`config.mk`:
```
export PLATFORM = sky130hd
export DESIGN_NAME = safe_cpu_wrapper_csr
export DESIGN_NICKNAME = d
export VERILOG_FILES = /design/src/rtl/safe_cpu_wrapper_csr.sv
export SDC_FILE = /design/constraint.sdc
export NUM_CORES = 1
export LEC_CHECK = 0
export BUFFER_PORTS_ARGS = -buffer_cell sky130_fd_sc_hd__buf_2
export CORE_MARGIN = 1
export CORE_UTILIZATION = 51
export CTS_BUF_LIST = sky130_fd_sc_hd__clkbuf_8
export CTS_CLUSTER_SIZE = 14
export DETAILED_ROUTE_END_ITERATION = 10
export HOLD_SLACK_MARGIN = 0.12
export PLACE_DENSITY = 0.85
export SLEW_MARGIN = 0
export SYNTH_ARGS = -nofsm -noshare
export SYNTH_HDL_FRONTEND = slang
export SYNTH_SLANG_ARGS = --single-unit
export TNS_END_PERCENT = 30
```
`constraint.sdc`:
```
create_clock -name clk_i -period 3.3 [get_ports clk_i]
set_input_delay 0.165 -clock clk_i [delete_from_list [all_inputs] [get_ports clk_i]]
set_output_delay 0.165 -clock clk_i [all_outputs]
set_load 0.05 [all_outputs]
```
`src/rtl/safe_cpu_wrapper_csr.sv`:
```
// safe_cpu_wrapper_csr
//   CSR block for the safe CPU wrapper. It holds the pending and active redundancy
//   mode and master hart. It runs a halt -> apply -> resume sequence, so that a
//   mode change only takes effect while every hart is quiesced.
//
//   Ports
//     clk_i, rst_i    clock, asynchronous active-high reset
//     reg_req_i       register request (valid/write/addr/wdata/wstrb)
//     reg_rsp_o       register response (ready/rdata/error), zero wait state
//     halt_req_o      per-hart halt request
//     halt_ack_i      per-hart halted acknowledge
//     mode_o          active mode: 0 single, 1 dual lockstep, 2 triple lockstep
//     master_core_o   active master hart index
//     busy_o          sequencer not idle
//     irq_o           switch-done pulse
//
//   Optional feature macro: SAFE_CSR_IRQ_EN. It enables irq_o and STATUS[31]
//   irq_pending, which is cleared by writing 1 to it (W1C). Without the macro,
//   irq_o is tied low and any STATUS write returns an error.
//
//   Register map (decoded by addr[3:2] only)
//     0x0 CTRL    [1:0] pend_mode RW, [2] START (write-only, reads 0)
//     0x4 STATUS  [1:0] mode, [2] busy, [3] timeout_err, [4+:NHARTS] halt_ack, [31] irq_pending
//     0x8 MASTER  [1:0] pend_master RW
//     0xC TIMEOUT [15:0] halt acknowledge budget in cycles
//
//   state  | meaning
//   IDLE   | no switch in progress
//   HALT   | halt requested, waiting for all acks or timeout
//   APPLY  | one cycle, pending mode/master copied to active outputs
//   RESUME | halt released, waiting for every ack to drop

package safe_cpu_wrapper_csr_pkg;
  typedef struct packed {
    logic        valid;
    logic        write;
    logic [31:0] addr;
    logic [31:0] wdata;
    logic [3:0]  wstrb;
  } reg_req_t;

  typedef struct packed {
    logic        ready;
    logic [31:0] rdata;
    logic        error;
  } reg_rsp_t;
endpackage

module safe_cpu_wrapper_csr
  import safe_cpu_wrapper_csr_pkg::*;
#(
  parameter int NHARTS      = 3,
  parameter int TIMEOUT_RST = 1024
) (
  input  logic              clk_i,
  input  logic              rst_i,
  input  reg_req_t          reg_req_i,
  output reg_rsp_t          reg_rsp_o,
  output logic [NHARTS-1:0] halt_req_o,
  input  logic [NHARTS-1:0] halt_ack_i,
  output logic [1:0]        mode_o,
  output logic [1:0]        master_core_o,
  output logic              busy_o,
  output logic              irq_o
);

  typedef enum logic [1:0] {S_IDLE, S_HALT, S_APPLY, S_RESUME} state_t;

  localparam logic [1:0] A_CTRL    = 2'd0;
  localparam logic [1:0] A_STATUS  = 2'd1;
  localparam logic [1:0] A_MASTER  = 2'd2;
  localparam logic [1:0] A_TIMEOUT = 2'd3;
  localparam logic [2:0] NHARTS_W  = 3'(NHARTS);

  state_t      state;
  logic [1:0]  pend_mode;
  logic [1:0]  pend_master;
  logic [15:0] timeout_q;
  logic [15:0] cnt;
  logic        timeout_err;
  logic        irq_pending;

  logic        wr_en;
  logic        rd_en;
  logic [1:0]  sel;
  logic [1:0]  mode_nxt;
  logic [1:0]  master_nxt;
  logic [15:0] timeout_nxt;
  logic        start_bit;
  logic        wr_err;
  logic        ctrl_wr;
  logic        master_wr;
  logic        timeout_wr;
  logic [31:0] status_val;
  logic [31:0] rdata;

  // Request bits outside the decoded fields are intentionally ignored.
  logic unused_req_bits;
  assign unused_req_bits = ^{reg_req_i.addr[31:4], reg_req_i.addr[1:0], reg_req_i.wdata};

  assign busy_o = (state != S_IDLE);

  always_comb begin
    sel         = reg_req_i.addr[3:2];
    wr_en       = reg_req_i.valid & reg_req_i.write & (|reg_req_i.wstrb);
    rd_en       = reg_req_i.valid & ~reg_req_i.write;
    // Field values after applying byte strobes to the current contents.
    mode_nxt    = reg_req_i.wstrb[0] ? reg_req_i.wdata[1:0] : pend_mode;
    master_nxt  = reg_req_i.wstrb[0] ? reg_req_i.wdata[1:0] : pend_master;
    start_bit   = reg_req_i.wstrb[0] & reg_req_i.wdata[2];
    timeout_nxt[7:0]  = reg_req_i.wstrb[0] ? reg_req_i.wdata[7:0]  : timeout_q[7:0];
    timeout_nxt[15:8] = reg_req_i.wstrb[1] ? reg_req_i.wdata[15:8] : timeout_q[15:8];

    wr_err = 1'b0;
    if (wr_en) begin
      case (sel)
        A_CTRL:   wr_err = busy_o || (mode_nxt == 2'd3);
`ifdef SAFE_CSR_IRQ_EN
        A_STATUS: wr_err = 1'b0;
`else
        A_STATUS: wr_err = 1'b1;
`endif
        A_MASTER: wr_err = ({1'b0, master_nxt} >= NHARTS_W);
        default:  wr_err = 1'b0;
      endcase
    end

    ctrl_wr    = wr_en && (sel == A_CTRL)    && !wr_err;
    master_wr  = wr_en && (sel == A_MASTER)  && !wr_err;
    timeout_wr = wr_en && (sel == A_TIMEOUT);

    status_val              = '0;
    status_val[1:0]         = mode_o;
    status_val[2]           = busy_o;
    status_val[3]           = timeout_err;
    status_val[4 +: NHARTS] = halt_ack_i;
    status_val[31]          = irq_pending;

    rdata = '0;
    if (rd_en) begin
      case (sel)
        A_CTRL:   rdata = {30'd0, pend_mode};
        A_STATUS: rdata = status_val;
        A_MASTER: rdata = {30'd0, pend_master};
        default:  rdata = {16'd0, timeout_q};
      endcase
    end
  end

  assign reg_rsp_o.ready = reg_req_i.valid;
  assign reg_rsp_o.rdata = rdata;
  assign reg_rsp_o.error = wr_err;

  always_ff @(posedge clk_i or posedge rst_i) begin
    if (rst_i) begin
      state         <= S_IDLE;
      pend_mode     <= 2'd0;
      pend_master   <= 2'd0;
      timeout_q     <= 16'(TIMEOUT_RST);
      cnt           <= 16'd0;
      timeout_err   <= 1'b0;
      halt_req_o    <= '0;
      mode_o        <= 2'd0;
      master_core_o <= 2'd0;
    end else begin
      if (ctrl_wr)    pend_mode   <= mode_nxt;
      if (master_wr)  pend_master <= master_nxt;
      if (timeout_wr) timeout_q   <= timeout_nxt;

      case (state)
        S_IDLE: begin
          // ctrl_wr can only be set here, because CTRL writes error while busy.
          if (ctrl_wr && start_bit) begin
            state       <= S_HALT;
            halt_req_o  <= '1;
            cnt         <= timeout_q;
            timeout_err <= 1'b0;
          end
        end
        S_HALT: begin
          // All acks take priority over a coincident expiry.
          if (&halt_ack_i) begin
            state <= S_APPLY;
          end else if (cnt == 16'd0) begin
            state       <= S_IDLE;
            halt_req_o  <= '0;
            timeout_err <= 1'b1;
          end else begin
            cnt <= cnt - 16'd1;
          end
        end
        S_APPLY: begin
          mode_o        <= pend_mode;
          master_core_o <= pend_master;
          halt_req_o    <= '0;
          state         <= S_RESUME;
        end
        S_RESUME: begin
          if (~|halt_ack_i) state <= S_IDLE;
        end
        default: state <= S_IDLE;
      endcase
    end
  end

`ifdef SAFE_CSR_IRQ_EN
  logic done;
  assign done = (state == S_RESUME) && ~|halt_ack_i;

  always_ff @(posedge clk_i or posedge rst_i) begin
    if (rst_i) begin
      irq_o       <= 1'b0;
      irq_pending <= 1'b0;
    end else begin
      irq_o <= done;
      // A completing switch wins over a simultaneous clear.
      if (done)
        irq_pending <= 1'b1;
      else if (wr_en && (sel == A_STATUS) && reg_req_i.wstrb[3] && reg_req_i.wdata[31])
        irq_pending <= 1'b0;
    end
  end
`else
  assign irq_o       = 1'b0;
  assign irq_pending = 1'b0;
`endif

endmodule

```
==> results.py <==
metrics = {
    "critical_path": {
        "crit-reg2reg-launch": "state[0]",
        "critical_path_required_ns": 3.47,
        "critPathLaunch": "state[0]",
        "crit_path_end_kind": "register",
        "crit_fanout": 8,
        "reg2reg_depth": 8,
        "crit_cells": 8,
        "worst-path-buf-inv": 2,
        "crit_chain": "inv_1 > ha_1 > buf_4 > nor3b_1 > nand4_2 > a211o_2 > o21ai_0 > a21oi_1",
        "arrival_ns": 2.60,
        "cp-start-kind": "register",
        "crit_type": "register to register",
        "critPathCapture": "cnt[15]",
        "rrSetupSlack_ns": 0.88,
        "critPathTopFamily": "compound AO/OA/AOI/OAI gates",
        "crit_path_top_delay_cell": "a211o_2",
        "r2r-end": "cnt[15]",
        "max_stage_delay_ns": 0.45,
    },
    "sta": {
        "fin_ws_ns": 0.878,
        "skew_ns": 0.00807,
        "finalHoldViolations": 0,
        "rsz0062_at_grt": "no",
        "fin_setup_tns_ns": 0,
        "fin_crit_sh": 0.734,
        "worstMarginPinSlew_ns": 0.553,
        "fin_crit_ns": 2.42,
        "slew_violations": 0,
        "fmax_mhz": 413,
        "relSlewSlack": 0.628,
        "setup_viol": 0,
    },
    "synth": {
        "synth_top_area_frac": 0.386,
        "yosys.area.top_type": "dfrtp_1",
        "synthArstFlopShare": 1.00,
        "synthFlopType": "dfrtp_1",
        "ys_types": 53,
        "synthCells": 286,
        "ys_ff_latch": 44,
        "avgSynthCellArea_um2": 9.74,
        "ys_seq_area_frac": 0.396,
        "synth_edf_count": 0,
        "synth_area_leaders": "dfrtp_1, mux2_2, buf_4",
        "synth_most_common_cell": "dfrtp_1",
        "synth_common_cells": "dfrtp_1, mux2_2, nor2_1",
        "synthesis.area_mm2": 0.00279,
        "ys_warn_count": 0,
    },
    "layout": {
        "fin_util": 0.638,
        "fillers": 418,
        "regArea_mm2": 0.00110,
        "fin_area_mm2": 0.00330,
        "multi_input_area_mm2": 0.00151,
        "layout-drive-gt1-share": 0.311,
        "area_growth_pct": 18.5,
        "finalNetCount": 433,
        "antenna_cells": 0,
    },
    "job": {
        "cap_violations": 0,
    },
    "place": {
        "port_buffers": 54,
        "dp_slack_ns": 0.953,
        "gp_congestion": 0.883,
        "placed_area_mm2": 0.00303,
        "dp_hpwl_um": 4450,
    },
    "detailed_routing": {
        "drc_errors": 0,
        "firstDrtPassIters": 4,
        "vias_per_cell": 5.65,
        "post_drt_wl_per_cell_um": 14.8,
        "drtIter0Drc": 168,
        "num_vias": 2377,
        "routed_wirelength_um": 6220,
        "ant_nets": 0,
    },
    "clock_network": {
        "htree_num_levels": 2,
        "cts.sinks": 44,
        "cts_tree": "done",
        "clk_latency_ns": 0.30,
        "numCtsBuffers": 5,
        "path_clk_slew_ns": 0.09,
        "cts_buffer_depth": 2,
        "cts_repair_resize_count": 0,
        "cts-root-buf": "clkbuf_8",
    },
    "pwr": {
        "p_sw_frac": 0.447,
        "cellLeakagePower_nw": 1.56,
        "pwr-share-clk": 0.168,
        "p_int_mw": 1.50,
        "power-per-cell-area_mw_per_mm2": 821,
        "ir_drop_mv": 0.502,
        "combPwrFrac": 0.479,
        "p_sw_mw": 1.21,
        "seq_power_share": 0.353,
    },
    "grt": {
        "grt_usage": 0.231,
        "grt_overflow_total": 0,
        "antenna_found_initial": 0,
        "grt_pass1_vias": 2290,
        "grt_pass1_wl_um": 10600,
        "grt_max_degree": 45,
    },
    "floorplanning": {
        "die_x_um": 75.9,
        "die-area_mm2": 0.00576,
        "rows": 26,
        "boundaryPins": 118,
        "die_y_um": 75.9,
        "start_util": 0.539,
        "coreArea_mm2": 0.00517,
    },
    "outcome": {
        "run_status": "finished, final reports clean",
    },
    "min_path": {
        "hold_class": "input port to register",
        "hold_start": "reg_req_i[6]",
    },
}
timing repair:
action                                 4_1_cts  5_1_grt
hold buffers                                14        0
endpoints found under the hold margin       56        0
buffers inserted                             0        0
registers in the layout, indices dropped and copies added (netlist names), named ones only:
signal	flops
master_core_o	2
halt_req_o	1
cnt	16
pend_mode	2
mode_o	2
timeout_q	16
pend_master	2
state	1
timeout_err	1
layout make-up:
cell class / count / area share
Multi-Input combinational cell: 219 / 0.459
Sequential cell: 44 / 0.334
Timing Repair Buffer: 72 / 0.133
Clock buffer: 7 / 0.0292
Tap cell: 70 / 0.0265
Clock inverter: 1 / 0.00910
Inverter: 8 / 0.00910
cells in the final DEF, fill, tap and decap left out, types with 2 or more instances in the layout:
cell type	n
a211oi_2	2
a21o_1	2
a21oi_1	21
a2bb2oi_1	4
and2_1	10
buf_2	54
buf_4	4
clkbuf_8	7
conb_1	17
dfrtp_1	43
dlygate4sd3_1	14
ha_1	8
inv_1	8
mux2_2	24
mux2i_1	5
mux4_2	2
nand2_1	18
nand2b_1	4
nand3_1	7
nand4_1	4
nand4b_1	2
nor2_1	24
nor2b_1	3
nor3_1	8
nor4_4	2
o211ai_1	2
o21ai_0	11
o21bai_1	2
o22ai_1	6
o31ai_1	2
o41ai_1	3
or2_2	5
or4_1	3
cells by family (layout without fill, tap and decap cells):
kind of cell,Yosys count,in the layout,share of synthesized area
adder cells (fa/ha/maj),8,8,0.0359
AND/OR/NAND/NOR,103,103,0.214
AO/OA/AOI/OAI,59,59,0.136
buffers and inverters,39,88,0.0826
multiplexers,32,32,0.135
other,1,17,0.00135
flip-flops,44,44,0.396
per-layer routing:
metal / GRT usage / part of all wire / up-vias
li1: - / - / 1130
met3: 0.0410 / 0.050 / 16
met4: 0.119 / 0.025 / 0
met2: 0.375 / 0.50 / 86
met1: 0.295 / 0.42 / 1145
met5: 0 / 0 / -
how the worst min path moves through the flow:
stage	to	slack, ns	cells past startpoint
after floorplan	pend_master[0]	0.32	1
after CTS	timeout_q[2]	0.13	2
after detailed placement	timeout_q[14]	0.34	3
after global placement	timeout_q[14]	0.34	3
final	timeout_q[2]	0.13	2
after global routing	timeout_q[2]	0.14	2
power by group through the flow:
stage	clock, mW	combinational, mW	sequential [mW]
4_1_cts	0.456	1.29	0.948
5_1_grt	0.477	1.42	0.986
3_3_place_gp	0	1.23	0.940
6_report	0.456	1.30	0.955
2_1_floorplan	0	0.980	0.975
3_5_place_dp	0	1.27	0.955
stage by stage:
stage	hold slack, ns	std cells	power (mW)
after floorplan	0.315	302	1.96
after global placement	0.341	399	2.17
after global routing	0.137	421	2.88
after CTS	0.131	421	2.70
after detailed placement	0.342	399	2.23
final	0.129	421	2.71
(Power assumes the default switching activity.)
